==> config.mk <==
export PLATFORM = sky130hd
export DESIGN_NAME = mul_seq
export DESIGN_NICKNAME = d
export VERILOG_FILES = /design/src/rtl/mul_seq.sv
export SDC_FILE = /design/constraint.sdc
export NUM_CORES = 1
export LEC_CHECK = 0
export ABC_CLOCK_PERIOD_IN_PS = 4300
export BUFFER_PORTS_ARGS = -buffer_cell sky130_fd_sc_hd__buf_2
export CAP_MARGIN = 20
export CORE_AREA = 5 5 142 144
export CTS_CLUSTER_DIAMETER = 60
export DETAILED_ROUTE_END_ITERATION = 6
export DIE_AREA = 0 0 147 149
export GPL_TIMING_DRIVEN = 0
export PLACE_DENSITY = 0.77
export SYNTH_ARGS = -nofsm -noshare
export SYNTH_HDL_FRONTEND = slang
export SYNTH_SLANG_ARGS = --single-unit
export TNS_END_PERCENT = 100
==> constraint.sdc <==
create_clock -name clk -period 4.3 [get_ports clk]
set_input_delay 0.43 -clock clk [delete_from_list [all_inputs] [get_ports clk]]
set_output_delay 0.43 -clock clk [all_outputs]
set_load 0.03 [all_outputs]
==> src/rtl/mul_seq.sv <==
// mul_seq: 32x32 radix-2 shift-add multiplier (MUL/MULH/MULHSU/MULHU)
// with a fixed 34-cycle latency and pipeline stall/flush handshake.
module mul_seq (
    input  logic        clk,
    input  logic        rst_n,
    input  logic        start,
    input  logic [4:0]  alu_ctrl,
    input  logic [31:0] in1,
    input  logic [31:0] in2,
    input  logic        flush,
    output logic        busy,
    output logic        stall,
    output logic        done,
    output logic [31:0] result
);
    localparam logic [1:0] IDLE = 2'd0, CALC = 2'd1, FIX = 2'd2, DONE = 2'd3;
    logic [1:0]  state;
    logic [4:0]  cnt;
    logic [63:0] prod;
    logic [31:0] mcand;
    logic        neg, low_half;
    logic        valid_op, s1, s2, accept;
    logic [32:0] sum;
    logic [63:0] prod_fix;
    assign valid_op = alu_ctrl >= 5'd17 && alu_ctrl <= 5'd20;
    assign s1       = alu_ctrl == 5'd18 || alu_ctrl == 5'd19;
    assign s2       = alu_ctrl == 5'd18;
    assign accept   = state == IDLE && start && valid_op && !flush;
    assign stall    = rst_n && (accept || state == CALC || state == FIX);
    assign busy     = state != IDLE;
    assign done     = state == DONE;
    // Upper half accumulates the multiplicand; lower half holds the
    // not-yet-consumed multiplier bits and shifts out one per cycle.
    assign sum      = {1'b0, prod[63:32]} + (prod[0] ? {1'b0, mcand} : 33'd0);
    assign prod_fix = neg ? -prod : prod;
    always_ff @(posedge clk or negedge rst_n) begin
        if (!rst_n) begin
            state    <= IDLE;
            cnt      <= 5'd0;
            prod     <= 64'd0;
            mcand    <= 32'd0;
            neg      <= 1'b0;
            low_half <= 1'b0;
            result   <= 32'd0;
        end else begin
            case (state)
                IDLE: if (accept) begin
                    state    <= CALC;
                    cnt      <= 5'd0;
                    mcand    <= s1 && in1[31] ? -in1 : in1;
                    prod     <= {32'd0, s2 && in2[31] ? -in2 : in2};
                    neg      <= (s1 && in1[31]) ^ (s2 && in2[31]);
                    low_half <= alu_ctrl == 5'd17;
                end
                CALC: if (flush) state <= IDLE;
                else begin
                    prod  <= {sum, prod[31:1]};
                    cnt   <= cnt + 5'd1;
                    state <= cnt == 5'd31 ? FIX : CALC;
                end
                FIX: if (flush) state <= IDLE;
                else begin
                    prod   <= prod_fix;
                    result <= low_half ? prod_fix[31:0] : prod_fix[63:32];
                    state  <= DONE;
                end
                DONE: state <= IDLE;
            endcase
        end
    end
endmodule

Yosys cells after proc, flatten, opt, wreduce, memory -nomap -nowiden
Index checks and enable logic that the tools add are counted.
{"block": "totals", "output_inout_bits": 35, "reg_bits": 137, "inputBits": 73}
{"block": "op_classes", "addsub": 5, "n_lt_le_gt_ge": 2, "n_reduce_logical": 19, "n_mux": 17, "eq_ne": 10, "bitwise_logic": 2}
{"operator": "$mux 64", "count": 4}
{"operator": "$pmux 64 s3", "count": 1}
{"operator": "$mux 32", "count": 4}
{"operator": "$neg 32->32", "count": 2}
{"operator": "$neg 64->64", "count": 1}
{"operator": "$add 32x32->33", "count": 1}
{"operator": "$eq 5x5->1 const B", "count": 4}
{"operator": "$mux 5", "count": 2}
{"operator": "$pmux 5 s2", "count": 1}
{"operator": "$mux 2", "count": 4}
{"operator": "$pmux 2 s4", "count": 1}
{"operator": "$logic_and 1x1->1", "count": 7}
{"operator": "$ne 2x2->1 const B", "count": 3}
{"operator": "$add 5x1->5 const B", "count": 1}
{"operator": "$ge 5x5->1 const B", "count": 1}
{"operator": "$le 5x5->1 const B", "count": 1}
{"operator": "$eq 2x2->1 const B", "count": 2}
{"operator": "$reduce_and 2->1", "count": 2}
{"operator": "$reduce_and 4->1", "count": 1}
{"operator": "$reduce_bool 2->1", "count": 2}
{"operator": "$logic_or 1x1->1", "count": 3}
{"operator": "$reduce_and 3->1", "count": 1}
{"operator": "$reduce_bool 3->1", "count": 1}
{"operator": "$eq 2x1->1 const B", "count": 1}
{"operator": "other kinds (4)", "count": 4}

Logic depth before layout (Yosys ltp)
Gate-level depths: netlist of the first run.
{"block": "depth", "ltp_word": 7, "ltp_mapped": 13}

Least setup slack after synthesis of the first run
Ideal clock, no wire load.
{"block": "synth_path", "kind": "register to register", "startpoint": "reg prod[0]", "endpoint": "reg prod[62]", "synth_period_minus_slack_ns": 3.185, "path_slack_ns": 1.115, "stages_incl_launch_ff": 13, "arrival_time_ns": 3.113, "setup_time_ns": 0.071, "cell_sequence": "dfrtp_1 > clkbuf_1 > clkbuf_1 > and2_1 > ha_1 > o211ai_1 > o21ai_0 > o2111ai_1 > a2111oi_0 > a211o_1 > a31oi_1 > or4_1 > nand4_1"}
{"block": "synth_via", "elab_chain_len": 4}
{"element": "from (decl)", "line": "19", "rtl": "logic [63:0] prod;"}
{"element": "from (signal assigned)", "line": "51", "rtl": "prod <= {32'd0, s2 && in2[31] ? -in2 : in2};"}
{"element": "from (signal assigned)", "line": "57", "rtl": "prod <= {sum, prod[31:1]};"}
{"element": "from (signal assigned)", "line": "63", "rtl": "prod <= prod_fix;"}
{"element": "$neg 64->64 / $mux 32 (equally long branches)", "line": "35, 34"}
{"element": "$mux 64 / $add 32x32->33 (equally long branches)", "line": "35, 34"}
{"element": "$mux 64 (on tied branches)", "line": "61, 55"}
{"element": "$pmux 64 s3 *", "line": "46", "rtl": "case (state)"}
Every way passes the cells marked *; elsewhere a longest branch is shown, timed or not. The select of a mux whose other input is x is not followed.
A chain may end at the register's enable or synchronous reset.

Final worst setup path of the first run
Ends and elaborated chain as after synthesis.

==> metrics, run 1 <==
status complete, no violations; Buf/Inv on CP 1; Reg power frac 0.304; warnings from Yosys 0; Rel. slew slack 0.408; io pins 108; register area share after synthesis 0.309; Max Transition Viols Final 0; ANT cells 0; top-count cell post-synth nand2_1; antenna-violating nets left 0; Hold Crit Class in -> reg; Sw Pwr 3.95 mW; Setup Skew 0.0101 ns; gpl congestion 0.969; Initial Util 0.597; setup TNS 0 ns; DR vias 11600; full die area 0.0219 mm2; Max Fclk 250 MHz; Nets 1623; final setup violation count 0; fin crit period 4.00 ns; Most used DFF post-synth dfrtp_1; Peak VDD IR 0.424 mV; crit-path max cell delay 0.65 ns; initial drt markers 1210; Skew-Pair Late Insertion Delay 0.44 ns; total track usage 0.332; Post-synth ARST share 1.00; critical-path maximum fanout 10; Mapped Avg Cell Area 8.03 um2; Clock Path Buffers 2; FF+latch count, synth 137; DR vias/cell 6.62; Leak Pwr 5.25 nW; Final Hold Viols 0; first-pass GRT wire length 58.0 mm; syn_nets 1497; Chip Width 147 um; total wire length 37.2 mm; critical-path cell list clkbuf_1, and2_1, ha_1, o211ai_1, o21ai_1, o2111ai_1, a2111oi_0, a211o_1, a31oi_1, or4_1, nand4_1; TritonCTS Buffers 17; MaxCap Viol Count 0; Core Area 0.0186 mm2; Crit path max-delay family compound AO/OA/AOI/OAI gates; combinational share of power 0.511; DP HPWL 28.4 mm; number of synthesized flops with an enable pin 0; P per Cell Area 639 mW/mm2; Synth area leader dfrtp_1; Clock Power Share 0.184; Post-Syn Area 0.0111 mm2; critical path capture point type register; top cells by count, synth 194 x nand2_1, 146 x o21ai_0, 137 x dfrtp_1; Setup crit start kind register; Slew @ Worst Pin 0.880 ns; cell row count 50; Synth Instances 1382; Die H 149 um; vias in the first global route 10800; Sw Share 0.494; Slowest-stage cell, CP dfrtp_1; PortBufs 106; Required @ worst endpoint 4.66 ns; clock tree root driver cell clkbuf_16; antenna violations before repair 0; grt total ovfl 0; Area Growth Syn to Fin 13.0%; post-synth cell types 78; fin crit share 0.931; kind of critical path reg -> reg; First-pass DRT Iterations 6; CTS sink cnt 137; Remaining DRCs 0; total power 8.01 mW; fraction of layout cells with a size suffix above 1 0.111; top-area cell type share of the netlist area 0.309; top post-synthesis cells by area dfrtp_1 31%, o21ai_0 6.6%, nand2_1 6.6%; Clk pin slew, worst setup/hold paths 0.06 ns; largest net degree at the start of global routing 100; CTS tree yes; internal power 4.05 mW; crit path DAT 4.37 ns; CTS H-Tree Depth 4; routed len/inst 21.2 um; unrepaired setup endpoints after global routing no
[worst register-to-register path: stages (launching register included)]
cell	delay, ns
dfrtp_1	0.65
clkbuf_1	0.45
and2_1	0.22
ha_1	0.23
o211ai_1	0.12
o21ai_1	0.34
o2111ai_1	0.28
a2111oi_0	0.51
a211o_1	0.22
a31oi_1	0.25
or4_1	0.58
nand4_1	0.10
[routing by layer]
metal	vias to the layer above	share of wire	routed length [um]	GRT usage
li1	5284	-	-	-
met4	0	0.024	874	0.0946
met2	688	0.44	16400	0.510
met1	5567	0.43	15800	0.476
met5	-	0	0	0
met3	73	0.11	4100	0.0732
[placed cells by master (no fill, tap or decap), types with 8 or more instances in the layout]
cell type,count
a211oi_1,9
a21o_1,29
a21oi_1,90
a22oi_1,19
a31oi_1,14
and2_1,38
and3_1,13
buf_1,8
buf_2,108
clkbuf_1,78
clkbuf_16,17
dfrtp_1,137
ha_1,41
inv_1,31
nand2_1,194
nand3_1,29
nand4_1,9
nor2_1,57
nor2b_1,8
nor3_1,51
nor4_1,8
o211ai_1,23
o21ai_0,145
o221ai_1,18
o31ai_1,29
o41ai_1,12
or3_1,16
or4_1,14
xnor2_1,68
xor2_1,77
[final cells by class]
type,count,area (um2)
Multi-Input combinational cell,1123,7200
Fill cell,1588,6040
Sequential cell,137,3430
Timing Repair Buffer,108,574
Clock buffer,19,453
Buffer,90,345
Tap cell,234,293
Clock inverter,11,125
Inverter,31,116
[registers in the layout, indices dropped and copies added (netlist names)]
name and count:
neg 1, cnt 5, mcand 32, low_half 1, prod 64, result 32, state 2
[worst paths after layout]
check                           startpoint  endpoint  slack, ns  depth (start not counted)
worst max-delay path               prod[0]  prod[62]       0.30                         11
worst min-delay path                in2[0]   prod[0]       0.27                          2
worst max register to register     prod[0]  prod[62]       0.30                         11
worst min register to register    mcand[9]  mcand[9]       0.47                          2
max in group asynchronous            rst_n  prod[58]       2.98                          3
min in group asynchronous            rst_n   prod[8]       0.47                          2
[kinds of logic after synthesis]
kind of cell    Yosys count  synth area share
flops                   137             0.309
fa+ha+maj                42            0.0480
buf+inv                 122            0.0420
simple gates            471             0.209
xor+xnor                145             0.114
compound gates          462             0.274
mux                       3           0.00293
[per-stage QoR]
step	hold slack (ns)	cells	util	instance area [um2]	worst slack (ns)
after global routing	0.274	1753	0.675	12500	0.0392
final	0.273	1753	0.675	12500	0.297
after global placement	0.445	1722	0.641	11900	0.175
after CTS	0.271	1754	0.675	12500	0.0705
after detailed placement	0.368	1723	0.643	12000	0.184
after floorplan	0.134	1382	-	11100	1.12
[repair_timing]
item,4_1_cts,5_1_grt
endpoints found under the setup margin,0,4
hold endpoints to repair,39,0
setup buffers,0,0
resized for setup,0,1
hold buffers,1,0
[power by group through the flow]
stage | clock (mW) | combinational (mW) | sequential [mW]
global route | 1.53 | 4.45 | 2.49
CTS | 1.47 | 4.02 | 2.39
detailed placement | 0 | 3.98 | 2.41
global placement | 0 | 3.92 | 2.39
finish | 1.47 | 4.09 | 2.44
floorplan | 0 | 2.65 | 2.43
Note: power is estimated with default switching activity, not from simulation.
==> run 2, diff against run 1 <==
==> config.mk (replaced) <==
export PLATFORM = sky130hd
export DESIGN_NAME = mul_seq
export DESIGN_NICKNAME = d
export VERILOG_FILES = /design/src/rtl/mul_seq.sv
export SDC_FILE = /design/constraint.sdc
export NUM_CORES = 1
export LEC_CHECK = 0
export ABC_CLOCK_PERIOD_IN_PS = 3400
export BUFFER_PORTS_ARGS = -buffer_cell sky130_fd_sc_hd__buf_2
export CAP_MARGIN = 20
export CORE_AREA = 5 5 149 151
export CTS_CLUSTER_DIAMETER = 60
export DETAILED_ROUTE_END_ITERATION = 6
export DIE_AREA = 0 0 154 156
export GPL_TIMING_DRIVEN = 0
export PLACE_DENSITY = 0.74
export SYNTH_ARGS = -nofsm -noshare
export SYNTH_HDL_FRONTEND = slang
export SYNTH_SLANG_ARGS = --single-unit
export TNS_END_PERCENT = 100
==> constraint.sdc (replaced) <==
create_clock -name clk -period 3.4 [get_ports clk]
set_input_delay 0.34 -clock clk [delete_from_list [all_inputs] [get_ports clk]]
set_output_delay 0.34 -clock clk [all_outputs]
set_load 0.03 [all_outputs]
==> run 2 against run 1 <==
Count of clock-buffer cells in the layout is 1 higher. Flip-flop and latch count stayed put. Clock skew is 0.0011 ns higher. Global-route usage is 1.4 points lower. Utilization is 6.1 points lower. Largest power group unchanged.
==> metrics, run 2 (synthesized netlist as in run 1, its figures left out) <==
status complete, no violations; Die H 156 um (+4.7%); grt total ovfl 0 (unchanged); io pins 108 (unchanged); Remaining DRCs 0 (unchanged); fin crit period 3.31 ns (-0.691 ns); DR vias/cell 6.41 (-3.2%); Crit path max-delay family simple AND/OR/NAND/NOR gates; vias in the first global route 10900 (+1.1%); FF-to-FF Start state[0]; Peak VDD IR 0.347 mV (-18%); Slew @ Worst Pin 0.825 ns (-0.0552 ns); final setup violation count 0 (unchanged); Hold Crit Class in -> reg; final cell count without fillers 1797 (+2.5%); Buf/Inv on CP 2 (+1); Leak Pwr 5.31 nW (+1.2%); cell row count 53 (+6.0%); initial drt markers 1305 (+7.9%); Initial Util 0.536 (-0.0609); MaxCap Viol Count 0 (unchanged); Chip Width 154 um (+4.8%); Rel. slew slack 0.445 (+0.0371); Core Area 0.0207 mm2 (+11%); kind of critical path reg -> reg; CTS tree yes; crit path DAT 3.67 ns (-0.70 ns); first-pass GRT wire length 60.5 mm (+4.3%); crit-path max cell delay 0.58 ns (-0.07 ns); largest net degree at the start of global routing 87 (-13%); Max Fclk 302 MHz (+21%); Setup Skew 0.0112 ns (+0.00112 ns); Max Transition Viols Final 0 (unchanged); Skew-Pair Late Insertion Delay 0.44 ns (about the same); DP Worst Slack -0.902 ns (-1.09 ns); Clk pin slew, worst setup/hold paths 0.07 ns (about the same); ANT cells 0 (unchanged); Nets 1624 (+0.062%); Area Growth Syn to Fin 14.5%; full die area 0.0240 mm2 (+9.7%); Slowest-stage cell, CP or4_1; antenna violations before repair 0 (unchanged); Required @ worst endpoint 3.76 ns (-0.90 ns); most frequent cells in the layout 194 x nand2_1, 145 x o21ai_0, 136 x dfrtp_1; final worst slack 0.0876 ns (-0.209 ns); max reg flops 64 (unchanged); CTS sink cnt 137 (unchanged); Setup crit start kind register; First-pass DRT Iterations 6 (unchanged); commonest non-fill, non-tap cell in the layout nand2_1; Placed Cells 1764 (+2.4%); Largest regs prod: 64 flops, mcand: 32 flops, result: 32 flops; CTS H-Tree Depth 4 (unchanged); Critical Path Start state[0]; critical-path maximum fanout 10 (unchanged); antenna-violating nets left 0 (unchanged); DP HPWL 29.7 mm (+4.5%); total power 10.3 mW (+29%); critical path capture point type register; P per Cell Area 813 mW/mm2 (+27%); gpl congestion 0.943 (-2.7%); Worst Hold Launch in1[15]; total wire length 39.0 mm (+5.0%); Final Util 0.614 (-0.0606); Biggest register prod; total track usage 0.319 (-0.0138); Final Hold Viols 0 (unchanged); fraction of layout cells with a size suffix above 1 0.132 (+0.0215); DR vias 11500 (-0.80%); critical-path cell list inv_1, ha_1, nor4bb_1, nand4_1, o21a_1, nor2b_1, nand2_1, clkbuf_1, or4_1, nand4_1; fin crit share 0.974 (+0.0433); PortBufs 106 (unchanged); routed len/inst 21.7 um (+2.4%); clock tree root driver cell clkbuf_16; Clock Path Buffers 2 (unchanged); Most Frequent Cell on Critical Path nand4_1; unrepaired setup endpoints after global routing yes; TritonCTS Buffers 17 (unchanged)
## run 2: changes by cell type in the layout (fill, tap and decap cells not counted), sizes merged
cell / previous run / this run
clkinv: 4 / 7
clkinvlp: 5 / 2
clkbuf: 97 / 99
inv: 31 / 33
bufinv: 2 / 1
## run 2: area by class of cell
| class | count | area [um2] |
|---|---|---|
| Fill cell | 1901 | 7980 |
| Multi-Input combinational cell | 1123 | 7290 |
| Inverter | 31 | 116 |
| Tap cell | 275 | 344 |
| Clock inverter | 12 | 120 |
| Buffer | 87 | 352 |
| Sequential cell | 137 | 3430 |
| Clock buffer | 20 | 447 |
| Timing Repair Buffer | 112 | 604 |
## run 2: what timing repair did
item,4_1_cts,5_1_grt
pin swaps,0,3
gates resized for setup,15,26
setup buffers,0,4
endpoints found under the setup margin,29,45
hold buffers,1,0
endpoints found under the hold margin,52,0
## run 2: worst min-delay path: cells and delay by family
kind / cells / cell delay, ns
xor gates and xnor gates: 1 / 0.10
buffers and inverters: 1 / 0.09
AOI/OAI and AO/OA: 1 / 0.06
## run 2: worst paths after layout
path	endpoint	slack, ns	cells past startpoint
worst max-delay path	prod[62]	0.09	10
worst min-delay path	mcand[15]	0.21	3
worst max register to register	prod[62]	0.09	10
worst min register to register	mcand[10]	0.47	2
max in group asynchronous	mcand[16]	2.14	3
min in group asynchronous	prod[12]	0.43	2
## run 2: routing by layer
| metal | global-route usage | vias up | wire length, um | part of all wire |
|---|---|---|---|---|
| met5 | 0 | - | 0 | 0 |
| met4 | 0.151 | 0 | 1720 | 0.044 |
| met3 | 0.0766 | 118 | 4140 | 0.11 |
| met2 | 0.494 | 693 | 17500 | 0.45 |
| met1 | 0.422 | 5413 | 15700 | 0.40 |
| li1 | - | 5295 | - | - |
## run 2: power breakdown
| group | switching (mW) | total [mW] | internal, mW |
|---|---|---|---|
| logic | 3.64 | 5.44 | 1.80 |
| clock network | 0.795 | 1.83 | 1.04 |
| registers | 0.785 | 3.05 | 2.27 |
## run 2: metrics by stage
stage / hold slack [ns] / instance area (um2) / setup TNS, ns
6_report: 0.211 / 12700 / 0
5_1_grt: 0.223 / 12700 / -0.0702
4_1_cts: 0.206 / 12600 / 0
3_5_place_dp: 0.332 / 12000 / -7.76
3_3_place_gp: 0.448 / 12000 / -8.93
2_1_floorplan: 0.0444 / 11100 / 0
==> run 3, diff against run 2 <==
--- a/config.mk
+++ b/config.mk
@@ -5,15 +5,16 @@
 export SDC_FILE = /design/constraint.sdc
 export NUM_CORES = 1
 export LEC_CHECK = 0
+export ABC_AREA = 1
 export ABC_CLOCK_PERIOD_IN_PS = 3400
 export BUFFER_PORTS_ARGS = -buffer_cell sky130_fd_sc_hd__buf_2
 export CAP_MARGIN = 20
-export CORE_AREA = 5 5 149 151
+export CORE_AREA = 5 5 160 162
 export CTS_CLUSTER_DIAMETER = 60
 export DETAILED_ROUTE_END_ITERATION = 6
-export DIE_AREA = 0 0 154 156
+export DIE_AREA = 0 0 165 167
 export GPL_TIMING_DRIVEN = 0
-export PLACE_DENSITY = 0.74
+export PLACE_DENSITY = 0.75
 export SYNTH_ARGS = -nofsm -noshare
 export SYNTH_HDL_FRONTEND = slang
 export SYNTH_SLANG_ARGS = --single-unit
==> run 3 against run 2 <==
Area after synthesis is 20% higher. Count of clock-buffer cells in the layout is 3 lower. Clock power increased by 11%. Sequential power is 5% lower. Critical endpoint is now stall. Largest cell class unchanged.
==> metrics, run 3 <==
status complete, no violations; Area Growth Syn to Fin 12.1%; warnings from Yosys 0 (unchanged); total track usage 0.368 (+0.0496); final cell count without fillers 2768 (+54%); syn_nets 2418 (+62%); DP Area 0.0142 mm2 (+19%); vias in the first global route 14300 (+31%); Slew @ Worst Pin 0.842 ns (+0.0174 ns); Clock Power Share 0.161 (-0.016); Initial Util 0.553 (+0.0171); Skew-Pair Late Insertion Delay 0.45 ns (about the same); first-pass GRT wire length 78.7 mm (+30%); total power 12.6 mW (+22%); critical path capture point type output port; post-CTS sizing 0 (-15); Die H 167 um (+7.1%); grt total ovfl 0 (unchanged); setup TNS 0 ns (unchanged); TritonCTS Buffers 17 (unchanged); antenna-violating nets left 0 (unchanged); kind of critical path reg -> out; fin crit share 0.901 (-0.0736); largest net degree at the start of global routing 88 (+1.1%); CTS H-Tree Depth 4 (unchanged); full die area 0.0276 mm2 (+15%); routed len/inst 18.7 um (-14%); critical-path maximum fanout 10 (unchanged); cell row count 57 (+7.5%); Post-CTS Hold Buffers 1 (unchanged); Synth Instances 2303 (+67%); Chip Width 165 um (+7.1%); gpl congestion 1.03 (+9.2%); Synth area leader dfrtp_1; Post-Syn Area 0.0133 mm2 (+20%); Max Transition Viols Final 0 (unchanged); post-CTS setup buffers 0 (unchanged); crit-path max cell delay 0.47 ns (-0.11 ns); Setup crit start kind register; fraction of layout cells with a size suffix above 1 0.0851 (-0.0470); post-route cell area 0.0149 mm2 (+17%); Largest regs prod: 64 flops, mcand: 32 flops, result: 32 flops; Reg power frac 0.229 (-0.067); clock tree root driver cell clkbuf_16; First-pass DRT Iterations 6 (unchanged); Nets 2546 (+57%); final worst slack 0.338 ns (+0.250 ns); Slowest-stage cell, CP buf_1; top cells by count, synth 909 x nand2_1, 266 x inv_1, 245 x nor2_1; top-count cell post-synth nand2_1; Max Fclk 327 MHz (+8.2%); Sw Share 0.565 (+0.0589); CTS sink cnt 137 (unchanged); post-synth cell types 52 (-33%); ANT cells 0 (unchanged); final setup violation count 0 (unchanged); unrepaired setup endpoints after global routing no; MaxCap Viol Count 0 (unchanged); io pins 108 (unchanged); Mapped Avg Cell Area 5.76 um2 (-28%); number of synthesized flops with an enable pin 0 (unchanged); commonest non-fill, non-tap cell in the layout nand2_1; critical-path cell list inv_1, ha_1, inv_1, nor2_1, nand2_1, a21oi_1, nand2_1, buf_2, buf_1, a31oi_1, buf_2; Peak VDD IR 0.398 mV (+15%); register area share after synthesis 0.259 (-0.0504); top post-synthesis cells by area dfrtp_1 26%, nand2_1 26%, inv_1 7.5%; Clk pin slew, worst setup/hold paths 0.07 ns (about the same); Final Hold Viols 0 (unchanged); Post-synth ARST share 1.00 (unchanged); Sw Pwr 7.12 mW (+36%); DP Worst Slack 0.530 ns (+1.43 ns); Required @ worst endpoint 3.06 ns (-0.70 ns); Most used DFF post-synth dfrtp_1; DR vias 15700 (+36%); combinational share of power 0.610 (+0.083); DP HPWL 42.0 mm (+41%); most frequent cells in the layout 909 x nand2_1, 266 x inv_1, 245 x nor2_1; FF+latch count, synth 137 (unchanged); antenna violations before repair 1 (+1); internal power 5.49 mW (+7.5%); final hold slack 0.172 ns (-0.0385 ns); P per Cell Area 848 mW/mm2 (+4.3%); Clock Path Buffers 2 (unchanged); fin crit period 3.06 ns (-0.250 ns); Hold Crit Class in -> reg; Leak Pwr 8.33 nW (+57%); total wire length 51.7 mm (+32%); Setup Skew 0.0134 ns (+0.00218 ns); initial drt markers 1859 (+42%); PortBufs 107 (+0.94%); CTS tree yes; Placed Cells 2735 (+55%); Rel. slew slack 0.438 (-0.00651); crit path DAT 2.72 ns (-0.95 ns); Remaining DRCs 0 (unchanged); max reg flops 64 (unchanged); top-area cell type share of the netlist area 0.259 (-0.0504); DR vias/cell 5.67 (-12%); Final Util 0.620 (+0.00634); Biggest register prod; Core Area 0.0240 mm2 (+16%)
[run 3: cell types whose count changed after synthesis, sizes merged, moves of 27 or more]
cell,change
a21o,-27
and2,-37
nand2,+726
inv,+239
o31ai,-36
xnor2,-53
nor2,+204
clkbuf,-39
nand3,+155
nor3,-36
xor2,-37
[run 3: area by class of cell]
class	instances	area [um2]
Fill cell	2384	9090
Multi-Input combinational cell	1819	8460
Sequential cell	137	3430
Inverter	274	1030
Timing Repair Buffer	109	579
Clock buffer	17	425
Tap cell	324	405
Buffer	73	339
Clock inverter	15	199
[run 3: final timing paths]
path                       cells past startpoint    endpoint  slack, ns  startpoint
max                                           11       stall       0.34    state[0]
min reg2reg                                    2  result[28]       0.49  result[28]
min in group asynchronous                      2  result[18]       0.41       rst_n
max reg2reg                                   20    prod[63]       0.45     prod[0]
min                                            3    mcand[3]       0.17      in1[3]
max in group asynchronous                      3    prod[35]       2.14       rst_n
[run 3: worst max-delay path, delay by kind of cell (launching register included)]
family                   cells  cell delay [ns]
AND/OR/NAND/NOR              3             0.24
AO/OA/AOI/OAI                2             0.23
flip-flops                   1             0.40
adder cells (fa/ha/maj)      1             0.24
buffers and inverters        5             1.16
[run 3: cells by family after synthesis]
logic type,count (synthesis),share of synthesized area
xor+xnor,55,0.0363
fa+ha+maj,42,0.0402
simple gates,1432,0.445
compound gates,290,0.117
buf+inv,347,0.103
flops,137,0.259
[run 3: power groups by stage]
| stage | combinational [mW] | clock, mW | sequential, mW |
|---|---|---|---|
| 3_3_place_gp | 7.34 | 0 | 2.85 |
| 6_report | 7.69 | 2.03 | 2.89 |
| 3_5_place_dp | 7.41 | 0 | 2.87 |
| 5_1_grt | 8.42 | 2.08 | 2.92 |
| 2_1_floorplan | 5.10 | 0 | 2.59 |
| 4_1_cts | 7.46 | 2.00 | 2.84 |
[run 3: layer usage]
| layer | vias to the layer above | global-route usage | wire length [um] |
|---|---|---|---|
| li1 | 7553 | - | - |
| met1 | 7164 | 0.508 | 21600 |
| met2 | 832 | 0.562 | 22600 |
| met3 | 142 | 0.0788 | 5220 |
| met4 | 0 | 0.144 | 2240 |
| met5 | - | 0.00727 | 0 |
